[src/rtl/if_fetch_unit_if.sv]
// Decode/IF and instruction-memory signals of the fetch stage, bundled for the fetch unit.
// master = fetch unit, slave = surrounding pipeline/memory.
interface if_fetch_unit_if;
  logic        PC_IFWrite;
  logic        J;
  logic        JR;
  logic        Z;
  logic [31:0] JumpAddr;
  logic [31:0] JrAddr;
  logic [31:0] BranchAddr;
  logic        IMemReq;
  logic [31:0] IMemAddr;
  logic        IMemReady;
  logic [31:0] IMemRdata;
  logic [31:0] Instruction_id;
  logic [31:0] NextPC_id;
  logic        Valid_id;

  modport master (
    input  PC_IFWrite, J, JR, Z, JumpAddr, JrAddr, BranchAddr, IMemReady, IMemRdata,
    output IMemReq, IMemAddr, Instruction_id, NextPC_id, Valid_id
  );

  modport slave (
    output PC_IFWrite, J, JR, Z, JumpAddr, JrAddr, BranchAddr, IMemReady, IMemRdata,
    input  IMemReq, IMemAddr, Instruction_id, NextPC_id, Valid_id
  );
endinterface

[src/rtl/if_fetch_unit.sv]
// MIPS instruction-fetch stage: owns PC and IF/ID, fetches over a req/ready handshake with a
// one-entry hold buffer for decode stalls and discard of in-flight fetches on redirect.
module if_fetch_unit #(
  parameter logic [31:0] RESET_PC  = 32'h0000_0000,
  parameter logic [31:0] NOP_INSTR = 32'h0000_0000
) (
  input  logic           clk,
  input  logic           reset,
  if_fetch_unit_if.master bus
);
  typedef enum logic [1:0] {FETCH, DISCARD, HOLD} state_e;

  state_e      state_q;
  logic [31:0] req_addr_q;
  logic [31:0] tgt_q;
  logic [31:0] buf_instr_q;
  logic [31:0] buf_pc4_q;
  logic [31:0] instr_q;
  logic [31:0] npc_q;
  logic        valid_q;

  logic        adv;
  logic        redir;
  logic        ready;
  logic [31:0] target;
  logic [31:0] req_pc4;

  assign adv     = bus.PC_IFWrite;
  assign redir   = adv & (bus.J | bus.JR | bus.Z);
  assign ready   = bus.IMemReady;
  assign req_pc4 = req_addr_q + 32'd4;

  always_comb begin
    target = bus.BranchAddr;
    if (bus.JR)     target = bus.JrAddr;
    else if (bus.J) target = bus.JumpAddr;
  end

  always_ff @(posedge clk) begin
    if (reset) begin
      state_q     <= FETCH;
      req_addr_q  <= RESET_PC;
      tgt_q       <= RESET_PC;
      buf_instr_q <= NOP_INSTR;
      buf_pc4_q   <= RESET_PC + 32'd4;
      instr_q     <= NOP_INSTR;
      npc_q       <= RESET_PC + 32'd4;
      valid_q     <= 1'b0;
    end else begin
      case (state_q)
        FETCH: begin
          if (redir) begin
            instr_q <= NOP_INSTR;
            valid_q <= 1'b0;
            if (ready) begin
              req_addr_q <= target;
            end else begin
              tgt_q   <= target;
              state_q <= DISCARD;
            end
          end else if (ready) begin
            if (adv) begin
              instr_q    <= bus.IMemRdata;
              npc_q      <= req_pc4;
              valid_q    <= 1'b1;
              req_addr_q <= req_pc4;
            end else begin
              buf_instr_q <= bus.IMemRdata;
              buf_pc4_q   <= req_pc4;
              state_q     <= HOLD;
            end
          end else if (adv) begin
            instr_q <= NOP_INSTR;
            valid_q <= 1'b0;
          end
        end
        DISCARD: begin
          // The old request's data is never kept; once it retires, go to the latest target.
          if (adv) begin
            instr_q <= NOP_INSTR;
            valid_q <= 1'b0;
          end
          if (ready) begin
            req_addr_q <= redir ? target : tgt_q;
            state_q    <= FETCH;
          end else if (redir) begin
            tgt_q <= target;
          end
        end
        HOLD: begin
          if (redir) begin
            instr_q    <= NOP_INSTR;
            valid_q    <= 1'b0;
            req_addr_q <= target;
            state_q    <= FETCH;
          end else if (adv) begin
            instr_q    <= buf_instr_q;
            npc_q      <= buf_pc4_q;
            valid_q    <= 1'b1;
            req_addr_q <= buf_pc4_q;
            state_q    <= FETCH;
          end
        end
        default: state_q <= FETCH;
      endcase
    end
  end

  assign bus.IMemReq        = (state_q != HOLD) & ~reset;
  assign bus.IMemAddr       = req_addr_q;
  assign bus.Instruction_id = instr_q;
  assign bus.NextPC_id      = npc_q;
  assign bus.Valid_id       = valid_q;
endmodule

[src/flat_wrapper.sv]
// flat-port wrapper written by rule: the top's interface ports become plain ports
module if_fetch_unit_flat 
#(
  parameter logic [31:0] RESET_PC  = 32'h0000_0000,
  parameter logic [31:0] NOP_INSTR = 32'h0000_0000
)
  (clk, reset, bus_PC_IFWrite, bus_J, bus_JR, bus_Z, bus_JumpAddr, bus_JrAddr, bus_BranchAddr, bus_IMemReady, bus_IMemRdata, bus_IMemReq, bus_IMemAddr, bus_Instruction_id, bus_NextPC_id, bus_Valid_id);
  if_fetch_unit_if bus_i ();
  input  logic clk;
  input  logic reset;
  input wire logic [$bits(bus_i.PC_IFWrite)-1:0] bus_PC_IFWrite;
  input wire logic [$bits(bus_i.J)-1:0] bus_J;
  input wire logic [$bits(bus_i.JR)-1:0] bus_JR;
  input wire logic [$bits(bus_i.Z)-1:0] bus_Z;
  input wire logic [$bits(bus_i.JumpAddr)-1:0] bus_JumpAddr;
  input wire logic [$bits(bus_i.JrAddr)-1:0] bus_JrAddr;
  input wire logic [$bits(bus_i.BranchAddr)-1:0] bus_BranchAddr;
  input wire logic [$bits(bus_i.IMemReady)-1:0] bus_IMemReady;
  input wire logic [$bits(bus_i.IMemRdata)-1:0] bus_IMemRdata;
  output wire logic [$bits(bus_i.IMemReq)-1:0] bus_IMemReq;
  output wire logic [$bits(bus_i.IMemAddr)-1:0] bus_IMemAddr;
  output wire logic [$bits(bus_i.Instruction_id)-1:0] bus_Instruction_id;
  output wire logic [$bits(bus_i.NextPC_id)-1:0] bus_NextPC_id;
  output wire logic [$bits(bus_i.Valid_id)-1:0] bus_Valid_id;
  assign bus_i.PC_IFWrite = bus_PC_IFWrite;
  assign bus_i.J = bus_J;
  assign bus_i.JR = bus_JR;
  assign bus_i.Z = bus_Z;
  assign bus_i.JumpAddr = bus_JumpAddr;
  assign bus_i.JrAddr = bus_JrAddr;
  assign bus_i.BranchAddr = bus_BranchAddr;
  assign bus_i.IMemReady = bus_IMemReady;
  assign bus_i.IMemRdata = bus_IMemRdata;
  assign bus_IMemReq = bus_i.IMemReq;
  assign bus_IMemAddr = bus_i.IMemAddr;
  assign bus_Instruction_id = bus_i.Instruction_id;
  assign bus_NextPC_id = bus_i.NextPC_id;
  assign bus_Valid_id = bus_i.Valid_id;
  if_fetch_unit #(.RESET_PC(RESET_PC), .NOP_INSTR(NOP_INSTR)) u_core (.clk(clk), .reset(reset), .bus(bus_i));
endmodule
[config.mk]
export PLATFORM = sky130hd
export DESIGN_NAME = if_fetch_unit_flat
export DESIGN_NICKNAME = d
export VERILOG_FILES = /design/src/rtl/if_fetch_unit_if.sv /design/src/rtl/if_fetch_unit.sv /design/src/flat_wrapper.sv
export SDC_FILE = /design/constraint.sdc
export NUM_CORES = 1
export LEC_CHECK = 0
export ABC_AREA = 1
export BUFFER_PORTS_ARGS = -buffer_cell sky130_fd_sc_hd__buf_2
export CORE_AREA = 8 8 199 201
export DETAILED_ROUTE_END_ITERATION = 16
export DIE_AREA = 0 0 207 209
export PLACE_DENSITY = 0.59
export RECOVER_POWER = 50
export SYNTH_ARGS = -nofsm -noshare
export SYNTH_HDL_FRONTEND = slang
export SYNTH_SLANG_ARGS = --single-unit
[constraint.sdc]
create_clock -name clk -period 1.9 [get_ports clk]
set_clock_uncertainty 0.15 [all_clocks]
set_input_delay 0.285 -clock clk [delete_from_list [all_inputs] [get_ports clk]]
set_output_delay 0.285 -clock clk [all_outputs]
set_load 0.005 [all_outputs]
==> reports/metrics.yaml <==
outcome: "complete, no violations"
worst_ir_drop_vdd_v: 0.000775
synth_cell_types: 33
synth_ff_type: "dfxtp_1"
min-delay-start: "bus_IMemRdata[5]"
wl_um: 46800
ys_warn_count: 0
path_class: "reg2reg"
routabilityCongestion: 0.945
setup_viol: 0
cts_tree: "built"
grt_setup_unrepaired: "yes"
grt_pass1_wl_um: 72800
regArea_um2: 3920
p_clk_share_pct: 26.9
ant_nets: 0
avgSynthCellArea_um2: 6.05
fmax_ghz: 0.527
area_growth_pct: 33.2
die-height_um: 209
initial_core_util_pct: 31.8
synth_area_um2: 11500
netlist.area_leader.share_pct: 33.9
hold_path.class: "in2reg"
htreeDepth: 4
fin_ws_ps: 3.87
grt_pass1_vias: 13463
firstDrtPassIters: 5
antenna_found_initial: 2
r2r_cells: 10
async_flop_share_pct: 0
hold_viol: 0
synth_edf_count: 0
io_pins: 233
root_buffer: "clkbuf_16"
crit_fanout: 4
io_buffer_count: 232
antennaDiodeCount: 0
drtIter0Drc: 956
drt-vias-per-instance: 5.14
p_sw_share_pct: 38.5
fin_crit_ps: 1900
synth_seq_cells: 195
combPwrFrac_pct: 37.7
yosysTopAreaCell: "dfxtp_1"
cap_violations: 0
cp-start-kind: "flop"
synth.area.top_cells: "dfxtp_1 (34%), nand2_1 (21%), a21oi_1 (13%)"
layout-drive-gt1-share_pct: 19.6
fin_cells: 2694
r2r_end: "u_core.bus.IMemAddr[1]$_SDFFE_PP0P_"
power.leakage_uw: 0.00703
core-area_um2: 36300
fin_tns_setup_ps: 0
grt-ovfl-total: 0
cts_buffers: 17
hpwl_um: 33300
slew_viol_final: 0
rows: 70
die_x_um: 207
pre_cts_ws_ps: -220
critPathCaptureType: "flop"
switchingPower_uw: 5730
track_usage_pct: 20.7
syn_inst: 1905
power.internal_uw: 9170
die-area_um2: 43300
synth.net_count: 2045
final_nets: 2353
drc: 0
p_per_area_nw_per_um2: 971
cts_sinks: 195
r2r_start: "u_core.state_q[0]$_SDFFE_PP0P_"
tightestPinTransition_ps: 597
hold_path_end: "u_core.buf_instr_q[5]$_SDFFE_PP0P_"
insertion_delay_ps: 450
yosysMostFrequentCell: "nand2_1"
clockBufferDepth: 2
regToRegSetupSlack_ps: 4
yosysSeqAreaShare_pct: 33.9
fin_crit_sh_pct: 99.8
wire_per_inst_um: 17.4
seq_power_share_pct: 35.4
grt_max_degree: 59
clk_pin_slew_ps: 80
multiInputGateArea_um2: 6720
via_count: 13836
cp.arrival_ps: 2100
dp.cells: 2622
crit_required_ps: 2100
nFillCells: 3839
whs_path_depth: 3
ys_top_cells_by_count: "nand2_1 (631), a21oi_1 (289), dfxtp_1 (195)"
slew_headroom_pct: 60.2
[layer usage]
metal | up-vias | global-route usage [%] | routed length (µm)
li1 | 6800 | - | -
met5 | - | 0 | 26
met3 | 87 | 4.49 | 3130
met4 | 4 | 8.38 | 1620
met2 | 479 | 35.4 | 22600
met1 | 6466 | 24.9 | 19400
[power groups by stage]
stage               combinational (µW)  clock, µW  sequential, µW
floorplan                         2930          0            5220
global placement                  5250          0            5290
detailed placement                5310          0            5310
CTS                               5480       4070            5230
global route                      6180       4240            5350
finish                            5610       4010            5270
[timing repair]
item,4_1_cts,5_1_grt
hold buffers,31,0
endpoints found under the hold margin,31,0
gates cloned,1,1
buffers inserted,3,4
endpoints found under the setup margin,147,190
gates resized for setup,15,98
pin swaps,3,9
[cells by family (layout without fill, tap and decap cells)]
group,after synthesis,count (layout),share of synthesized area (%)
adder cells (fa/ha/maj),5,5,0.543
AO/OA/AOI/OAI,505,505,22.7
XOR/XNOR,7,7,0.532
buffers and inverters,267,588,9.89
flip-flops,195,195,33.9
AND/OR/NAND/NOR,926,926,32.4
[cell usage in the layout (no fill, tap or decap), types with 10 or more instances in the layout]
master / count
a21oi_1: 274
a21oi_2: 15
a31oi_1: 15
and2_1: 13
buf_12: 26
buf_2: 161
buf_4: 115
clkbuf_1: 78
clkbuf_16: 18
dfxtp_1: 186
dlygate4sd3_1: 31
inv_1: 117
nand2_1: 619
nand2_2: 12
nand3_1: 116
nor2_1: 133
nor2_2: 12
nor2_4: 10
o211ai_1: 15
o21ai_0: 140
o21ai_1: 28
o22ai_1: 10
[state kept, by name, summed over array words and instances (netlist names)]
signal,flops
u_core.buf_instr_q,32
u_core.buf_pc4_q,32
u_core.bus.IMemAddr,32
u_core.bus.Instruction_id,32
u_core.bus.NextPC_id,32
u_core.tgt_q,32
u_core.state_q,2
u_core.bus.Valid_id,1
[worst max-delay path, cell delays in order (launching register included)]
cell	delay (ps)
dfxtp_4	360
buf_6	120
ha_4	160
nand2_2	80
nand2_2	80
nor3_4	280
inv_2	100
nor2_4	180
o21ai_1	100
a21oi_1	120
nor2_1	50
[worst max path at each step]
stage | slack, ps | from | to | depth (start not counted)
4_1_cts | -30 | u_core.state_q[1]$_SDFFE_PP0P_ | u_core.tgt_q[22]$_SDFFE_PP0P_ | 10
3_5_place_dp | -220 | bus_JR | u_core.bus.IMemAddr[18]$_SDFFE_PP0P_ | 13
3_3_place_gp | -180 | bus_JR | u_core.bus.IMemAddr[18]$_SDFFE_PP0P_ | 13
2_1_floorplan | 30 | u_core.state_q[0]$_SDFFE_PP0P_ | u_core.bus.IMemAddr[1]$_SDFFE_PP0P_ | 12
6_report | 4 | u_core.state_q[0]$_SDFFE_PP0P_ | u_core.bus.IMemAddr[1]$_SDFFE_PP0P_ | 10
5_1_grt | -90 | u_core.state_q[0]$_SDFFE_PP0P_ | u_core.bus.IMemAddr[6]$_SDFFE_PP0P_ | 9
[area by class of cell]
| cell class | instances | area share, % |
|---|---|---|
| inverter | 134 | 3.38 |
| sequential | 195 | 25.6 |
| clock inverter | 12 | 1.15 |
| tap | 468 | 3.82 |
| timing repair buffer | 422 | 19.3 |
| multi-input combinational | 1443 | 43.8 |
| clock buffer | 20 | 2.98 |
[metrics by stage]
stage / util (%) / area, µm² / hold WS (ps) / total power (µW)
floorplan: - / 11500 / 280 / 8160
global placement: 38.9 / 14100 / 288 / 10500
detailed placement: 38.9 / 14100 / 295 / 10600
CTS: 41.8 / 15200 / 1.54 / 14800
global route: 42.3 / 15300 / 57.6 / 15800
finish: 42.3 / 15300 / 11.9 / 14900
No activity file was read; power rests on OpenSTA's default activity.
